[config.mk]
export PLATFORM = sky130hd
export DESIGN_NAME = mem_arbiter
export DESIGN_NICKNAME = d
export VERILOG_FILES = /design/src/rtl/mem_arbiter.sv
export SDC_FILE = /design/constraint.sdc
export NUM_CORES = 1
export LEC_CHECK = 0
export BUFFER_PORTS_ARGS = -buffer_cell sky130_fd_sc_hd__buf_2
export CAP_MARGIN = 20
export CORE_MARGIN = 8
export CORE_UTILIZATION = 41
export CTS_CLUSTER_SIZE = 25
export DETAILED_ROUTE_END_ITERATION = 12
export MAX_ROUTING_LAYER = met4
export PLACE_DENSITY = 0.78
export RECOVER_POWER = 25
export SYNTH_ARGS = -nofsm -noshare
export SYNTH_HDL_FRONTEND = slang
export SYNTH_SLANG_ARGS = --single-unit
[constraint.sdc]
create_clock -name clk -period 2.4 [get_ports clk]
set_input_delay 0 -clock clk [delete_from_list [all_inputs] [get_ports clk]]
set_output_delay 0 -clock clk [all_outputs]
set_load 0.005 [all_outputs]
[src/rtl/mem_arbiter.sv]
// rtl/mem_arbiter.sv - two-requester round-robin arbiter for a single RAM port
// Serialises read/write transactions with a watchdog that forces an error completion.
module mem_arbiter #(
  parameter int TIMEOUT = 255,
  parameter int AW      = 32
) (
  input  logic          clk,
  input  logic          reset,
  input  logic [AW-1:0] r0_address,
  input  logic [31:0]   r0_wdata,
  input  logic          r0_readReq,
  input  logic          r0_writeReq,
  output logic [31:0]   r0_rdata,
  output logic          r0_readAck,
  output logic          r0_writeAck,
  output logic          r0_error,
  input  logic [AW-1:0] r1_address,
  input  logic [31:0]   r1_wdata,
  input  logic          r1_readReq,
  input  logic          r1_writeReq,
  output logic [31:0]   r1_rdata,
  output logic          r1_readAck,
  output logic          r1_writeAck,
  output logic          r1_error,
  output logic [AW-1:0] ramAddress,
  output logic [31:0]   ramOut,
  output logic          readReq,
  output logic          writeReq,
  input  logic [31:0]   ramValue,
  input  logic          readAck,
  input  logic          writeAck,
  output logic [1:0]    grant,
  output logic          busy
);

  typedef enum logic [1:0] {S_IDLE, S_ISSUE, S_WAIT, S_RESP} state_t;

  localparam logic [15:0] LP_LAST = 16'(TIMEOUT - 1);

  state_t        r_state, w_next;
  logic          r_rr, r_owner, r_is_read, r_err;
  logic [1:0]    r_mask;
  logic [AW-1:0] r_addr;
  logic [31:0]   r_wdata, r_rdata;
  logic [15:0]   r_cnt;

  logic w_pend0, w_pend1, w_any, w_win, w_ack_match, w_timeout;

  assign w_pend0     = (r0_readReq | r0_writeReq) & ~r_mask[0];
  assign w_pend1     = (r1_readReq | r1_writeReq) & ~r_mask[1];
  assign w_any       = w_pend0 | w_pend1;
  assign w_win       = (w_pend0 & w_pend1) ? r_rr : w_pend1;
  assign w_ack_match = r_is_read ? readAck : writeAck;
  assign w_timeout   = (r_cnt == LP_LAST);

  always_ff @(posedge clk or negedge reset) begin
    if (!reset) r_state <= S_IDLE;
    else        r_state <= w_next;
  end

  always_comb begin
    w_next = r_state;
    case (r_state)
      S_IDLE:  if (w_any) w_next = S_ISSUE;
      S_ISSUE: w_next = S_WAIT;
      S_WAIT:  if (w_ack_match || w_timeout) w_next = S_RESP;
      S_RESP:  w_next = S_IDLE;
      default: w_next = S_IDLE;
    endcase
  end

  always_ff @(posedge clk or negedge reset) begin
    if (!reset) begin
      r_rr <= 1'b0; r_owner <= 1'b0; r_is_read <= 1'b0; r_err <= 1'b0;
      r_mask <= 2'b00; r_addr <= '0; r_wdata <= '0; r_rdata <= '0; r_cnt <= '0;
      r0_rdata <= '0; r0_readAck <= 1'b0; r0_writeAck <= 1'b0; r0_error <= 1'b0;
      r1_rdata <= '0; r1_readAck <= 1'b0; r1_writeAck <= 1'b0; r1_error <= 1'b0;
      ramAddress <= '0; ramOut <= '0; readReq <= 1'b0; writeReq <= 1'b0;
      grant <= 2'b00; busy <= 1'b0;
    end else begin
      // Pulses and the served-requester mask live for one cycle only.
      readReq <= 1'b0; writeReq <= 1'b0; r_mask <= 2'b00;
      r0_readAck <= 1'b0; r0_writeAck <= 1'b0; r0_error <= 1'b0; r0_rdata <= '0;
      r1_readAck <= 1'b0; r1_writeAck <= 1'b0; r1_error <= 1'b0; r1_rdata <= '0;
      case (r_state)
        S_IDLE: if (w_any) begin
          r_owner   <= w_win;
          r_addr    <= w_win ? r1_address : r0_address;
          r_wdata   <= w_win ? r1_wdata : r0_wdata;
          r_is_read <= w_win ? r1_readReq : r0_readReq;
          grant     <= w_win ? 2'b10 : 2'b01;
          busy      <= 1'b1;
        end
        S_ISSUE: begin
          ramAddress <= r_addr;
          ramOut     <= r_wdata;
          readReq    <= r_is_read;
          writeReq   <= ~r_is_read;
          r_cnt      <= '0;
        end
        S_WAIT: begin
          r_cnt <= r_cnt + 16'd1;
          if (w_ack_match) begin
            r_rdata <= r_is_read ? ramValue : 32'd0;
            r_err   <= 1'b0;
          end else if (w_timeout) begin
            r_rdata <= 32'd0;
            r_err   <= 1'b1;
          end
        end
        S_RESP: begin
          if (r_owner) begin
            r1_readAck <= r_is_read; r1_writeAck <= ~r_is_read;
            r1_rdata   <= r_rdata;   r1_error    <= r_err;
          end else begin
            r0_readAck <= r_is_read; r0_writeAck <= ~r_is_read;
            r0_rdata   <= r_rdata;   r0_error    <= r_err;
          end
          r_rr   <= ~r_owner;
          r_mask <= r_owner ? 2'b10 : 2'b01;
          grant  <= 2'b00;
          busy   <= 1'b0;
        end
        default: ;
      endcase
    end
  end

endmodule

Yosys cells after proc, flatten, opt, wreduce, memory -nomap -nowiden
Index checks and enable logic that the tools add are counted.
{"block": "op_classes", "bitwise": 10, "muxes": 39, "add_sub_neg": 1, "reduce_logical": 9, "eq_ne": 6}
{"operator": "two-way mux 32 bit", "count": 9}
{"operator": "case mux 16 bit (2 select lines)", "count": 1}
{"operator": "two-way mux 1 bit", "count": 20}
{"operator": "adder 16 x 1 -> 16 bit (second input constant)", "count": 1}
{"operator": "== test 16 x 8 -> 1 bit (second input constant)", "count": 1}
{"operator": "two-way mux 2 bit", "count": 6}
{"operator": "case mux 2 bit (4 select lines)", "count": 1}
{"operator": "AND reduction 2 bit", "count": 4}
{"operator": "nonzero test 2 bit", "count": 3}
{"operator": "== test 2 bit (second input constant)", "count": 2}
{"operator": "!= test 2 bit (second input constant)", "count": 2}
{"operator": "NOT 1 bit", "count": 4}
{"operator": "case mux 2 bit (2 select lines)", "count": 1}
{"operator": "bitwise AND 1 bit", "count": 3}
{"operator": "OR 1 bit", "count": 3}
{"operator": "== test 2 x 1 -> 1 bit (second input constant)", "count": 1}
{"operator": "zero test 2 bit", "count": 1}
{"operator": "case mux 1 bit (2 select lines)", "count": 1}
{"operator": "logical OR 1 bit", "count": 1}
{"block": "totals", "in_bits": 168, "register_bits": 259}

Logic depth before layout (Yosys ltp)
{"block": "logic_depth", "depth_word": 7, "depth_mapped": 7, "mapped_depth_nobuf": 6}

Least setup slack after synthesis
OpenSTA, ideal clock, no wires.
{"block": "synth_path", "kind": "register to register", "start": "register r_state[0]", "end": "register r_cnt[11]", "required_time_ps": 2280, "path_slack_ps": 455, "path_buffers": 0, "period_less_slack_ps": 1945, "path_stages_with_launch": 7, "setup_ps": 120, "arrival_time_ps": 1825, "cell_sequence": "dfrtp_1 -> inv_1 -> ha_1 -> nand2_1 -> nor4_1 -> a211oi_1 -> a31o_2"}
{"block": "synth_between", "elab_chain_cells": 2, "elab_cells_between_ends": 4, "cone_classes": "eq/ne: 2; mux: 1; reduce/logical: 1"}
{"element": "from (decl)", "line": "40", "rtl": "state_t r_state, w_next;"}
{"element": "from (signal assigned)", "line": "58", "rtl": "else r_state <= w_next;"}
{"element": "== test 2 bit or == test 2 x 1 -> 1 bit (tied branches)", "line": "85", "rtl": "case (r_state)"}
{"element": "case mux 16 bit (2 select lines) or nonzero test 2 bit (tied branches)"}
{"element": "to (signal assigned)", "line": "102", "rtl": "r_cnt <= r_cnt + 16'd1;"}
{"element": "to (decl)", "line": "45", "rtl": "logic [15:0] r_cnt;"}
Several ways; a longest one is shown, not always the timed one.
A chain may end at the register's enable or synchronous reset.

Worst setup path in the final report
{"block": "layout_path", "start": "register r_state[0]", "end": "register r_wdata[16]"}
{"block": "layout_between", "elab_chain_cells": 2}
{"element": "zero test 2 bit", "line": "85"}
{"element": "AND reduction 2 bit (no source line)"}
{"element": "to (signal assigned)", "line": "89", "rtl": "r_wdata <= w_win ? r1_wdata : r0_wdata;"}
{"element": "to (decl)", "line": "44", "rtl": "logic [31:0] r_wdata, r_rdata;"}
Every way passes these cells.

==> flow_metrics.env <==
export IMPL_violations="capacitance limit, slew limit"
export IMPL_reg2reg_depth=8
export IMPL_cpPeakStageDelay_ps=600
export IMPL_endpoint_kind="register"
export IMPL_clock_latency_ps=550
export IMPL_syn_inst=857
export IMPL_synth_flop_cell="dfrtp_1"
export IMPL_powerDensity_nw_per_um2=1302
export IMPL_hpwlAfterDp_mm=19.43
export IMPL_p_leak_nw=7.258
export IMPL_cp_max_fo=51
export IMPL_max_slew_margin_pct=-38.06
export IMPL_cts_sinks=259
export IMPL_final_area_um2=14740
export IMPL_avgViaCountPerCell=5.214
export IMPL_avgSynthCellArea_um2=11.71
export IMPL_yosys_area_share_xor_xnor_pct=0.4365
export IMPL_setup_violations_final=0
export IMPL_whs_ps=49.20
export IMPL_synth_fa_ha_area_share_pct=0.8730
export IMPL_min_path_type="in2reg"
export IMPL_num_rows=57
export IMPL_hold_depth=4
export IMPL_fin_ws_ps=70.69
export IMPL_antenna_found_initial=2
export IMPL_dr_total_vias=8754
export IMPL_arrival_ps=2810
export IMPL_clk_pin_slew_worst_paths_ps=60
export IMPL_placed_area_um2=12010
export IMPL_cp_cell_sequence="inv_1 -> ha_2 -> a21boi_4 -> buf_4 -> buf_16 -> nor2_1 -> a31oi_1 -> dlygate4sd3_1"
export IMPL_fill_cells=1759
export IMPL_r2r_start="r_state[0]"
export IMPL_grt_pass1_vias=9127
export IMPL_routed_wl_mm=33.11
export IMPL_drt_iter0_drc=772
export IMPL_synth_edf_count=0
export IMPL_drive_gt1_share_pct=33.93
export IMPL_max_cap_violations=1
export IMPL_worst_hold_startpoint="readAck"
export IMPL_ff2ff_setup_slack_ps=70
export IMPL_worstMarginPinSlew_ps=2071
export IMPL_crit_family="buffers and inverters"
export IMPL_ir_worst_vdd_mv=0.6365
export IMPL_status="complete, but fails checks"
export IMPL_drc=0
export IMPL_async_flop_share_pct=100.0
export IMPL_synthSimpleGateAreaFrac_pct=14.78
export IMPL_drtPass1Iterations=7
export IMPL_core_um2=24180
export IMPL_fp_dieH_um=172.4
export IMPL_path_class="reg2reg"
export IMPL_yosys_register_bits=259
export IMPL_io_pins=307
export IMPL_overflow=0
export IMPL_cts_buffer_depth=3
export IMPL_skew_ps=21.54
export IMPL_root_buffer="clkbuf_16"
export IMPL_fin_util_pct=60.98
export IMPL_synth_top_family_by_area="simple AND/OR/NAND/NOR gates"
export IMPL_synth_area_um2=10030
export IMPL_min_to="r_state[1]"
export IMPL_crit_required_ps=2880
export IMPL_regToRegEndpoint="r_wdata[16]"
export IMPL_post_place_ws_ps=325.8
export IMPL_period_needed_ps=2329
export IMPL_fin_setup_tns_ps=0
export IMPL_yosysUniqueCellTypes=41
export IMPL_nNetsFinal=1504
export IMPL_area_growth_pct=46.97
export IMPL_seq_area_frac_synth_pct=64.60
export IMPL_avgRoutedWirePerCell_um=19.72
export IMPL_die_area_um2=29730
export IMPL_critPathSlowestCell="dlygate4sd3_1"
export IMPL_htree_levels=1
export IMPL_hold_viol=0
export IMPL_postRouteAntennaNets=0
export IMPL_synth_area_mux_share_pct=7.608
export IMPL_synth_compound_area_share_pct=9.005
export IMPL_grt_max_degree=83
export IMPL_io_buffer_count=306
export IMPL_place_gp_congestion=0.8636
export IMPL_cts_buffers=27
export IMPL_yosys_warnings=0
export IMPL_initial_utilization_pct=41.49
export IMPL_synth_nets=1032
export IMPL_cts_tree="yes"
export IMPL_max_freq_ghz=0.4293
export IMPL_slew_violations=79
export IMPL_critPathLaunchType="register"
export IMPL_die_w_um=172.4
export IMPL_path_buf_inv=4
export IMPL_grt_total_usage_pct=21.59
export IMPL_finalCritPeriodShare_pct=97.05
export IMPL_grt_pass1_wl_mm=48.96
[Yosys cell counts, types with 4 or more instances]
library cell / instances / area share [%]
a21oi_1: 6 / 0.30
and2_1: 36 / 2.2
buf_1: 7 / 0.26
nand2_1: 142 / 5.3
nand3_1: 7 / 0.35
clkbuf_1: 42 / 1.6
dfrtp_1: 259 / 65
o21ai_0: 14 / 0.70
a22o_1: 32 / 2.8
nor2_1: 77 / 2.9
mux2_2: 66 / 7.4
a31oi_1: 66 / 4.1
inv_1: 10 / 0.37
ha_1: 7 / 0.87
and3_1: 38 / 2.4
xnor2_1: 4 / 0.35
[worst register-to-register path: stages, from the launching register on]
cell	delay, ps
dfrtp_1	440
inv_1	140
ha_2	220
a21boi_4	190
buf_4	150
buf_16	210
nor2_1	110
a31oi_1	200
dlygate4sd3_1	600
[sequential cells by signal, summed over array words and instances (netlist names), 2 cells and up]
register	flops
r0_rdata	32
r_cnt	16
r_rdata	32
r_mask	2
grant	2
ramAddress	32
ramOut	32
r_state	2
r1_rdata	32
r_wdata	32
r_addr	32
[cell type report]
type                            count  area [um^2]  area share [%]
Inverter                           10        37.54          0.2546
Sequential cell                   259         6481           43.96
Antenna cell                        5        12.51         0.08486
Timing Repair Buffer              498         3471           23.54
Clock buffer                       38        807.0           5.474
Tap cell                          324        405.4           2.749
Multi-Input combinational cell    533         3318           22.51
Clock inverter                     12        211.5           1.434
[cell usage in the layout, fill, tap and decap left out, types with 4 or more instances in the layout]
cell | netlist | routed
buf_2 | 3 | 305
dfrtp_1 | 259 | 259
dlygate4sd3_1 | 0 | 165
nand2_1 | 142 | 142
nor2_1 | 77 | 77
mux2_2 | 66 | 66
a31oi_1 | 66 | 66
and3_1 | 38 | 38
and2_1 | 36 | 36
a22o_1 | 32 | 32
clkbuf_16 | 0 | 28
buf_4 | 0 | 18
o21ai_0 | 14 | 14
inv_1 | 10 | 10
clkbuf_8 | 0 | 9
nand3_1 | 7 | 7
a21oi_1 | 6 | 6
diode_2 | 0 | 5
ha_1 | 7 | 5
bufinv_16 | 0 | 5
xnor2_1 | 4 | 4
buf_6 | 3 | 4
[per-stage QoR]
step | cells | power, mW
2_1_floorplan | 857 | 10.33
3_3_place_gp | 1454 | 12.50
3_5_place_dp | 1454 | 12.77
4_1_cts | 1669 | 18.82
5_1_grt | 1676 | 20.29
6_report | 1679 | 19.20
[how the worst max path moves through the flow]
stage	from	to	depth (start not counted)
after global placement	r_cnt[12]	r_rdata[11]	5
after CTS	r_state[0]	r_addr[0]	7
after detailed placement	r_cnt[12]	r_rdata[27]	5
after global routing	r_state[0]	r_addr[23]	8
after floorplan	r_state[0]	r_cnt[11]	6
final	r_state[0]	r_wdata[16]	8
[where the power goes]
group / internal [mW] / switching (mW)
Combinational: 3.88 / 3.78
Sequential: 5.99 / 0.920
Clock: 2.89 / 1.74
Total: 12.8 / 6.44
[cells by family (layout without fill, tap and decap cells)]
group / count (synthesis) / count (layout)
buf+inv: 65 / 558
xor+xnor: 5 / 5
simple gates: 322 / 322
mux: 68 / 68
other cells: 0 / 5
fa+ha+maj: 7 / 7
compound gates: 131 / 131
flops: 259 / 259
[repair_timing]
action,CTS,global route
endpoints found under the hold margin,357,0
buffers inserted,0,3
resized for setup,0,7
endpoints found under the setup margin,0,43
hold buffers,165,0
[metal layers]
layer | part of all wire [%] | vias up | routed length (um) | track usage [%]
li1 | - | 3893 | - | -
met1 | 37 | 4343 | 12150 | 23.98
met2 | 51 | 402 | 17030 | 37.17
met3 | 6.5 | 116 | 2145 | 2.900
met4 | 5.4 | 0 | 1774 | 12.07
met5 | 0 | - | 0 | -
Note: power is estimated with default switching activity, not from simulation.
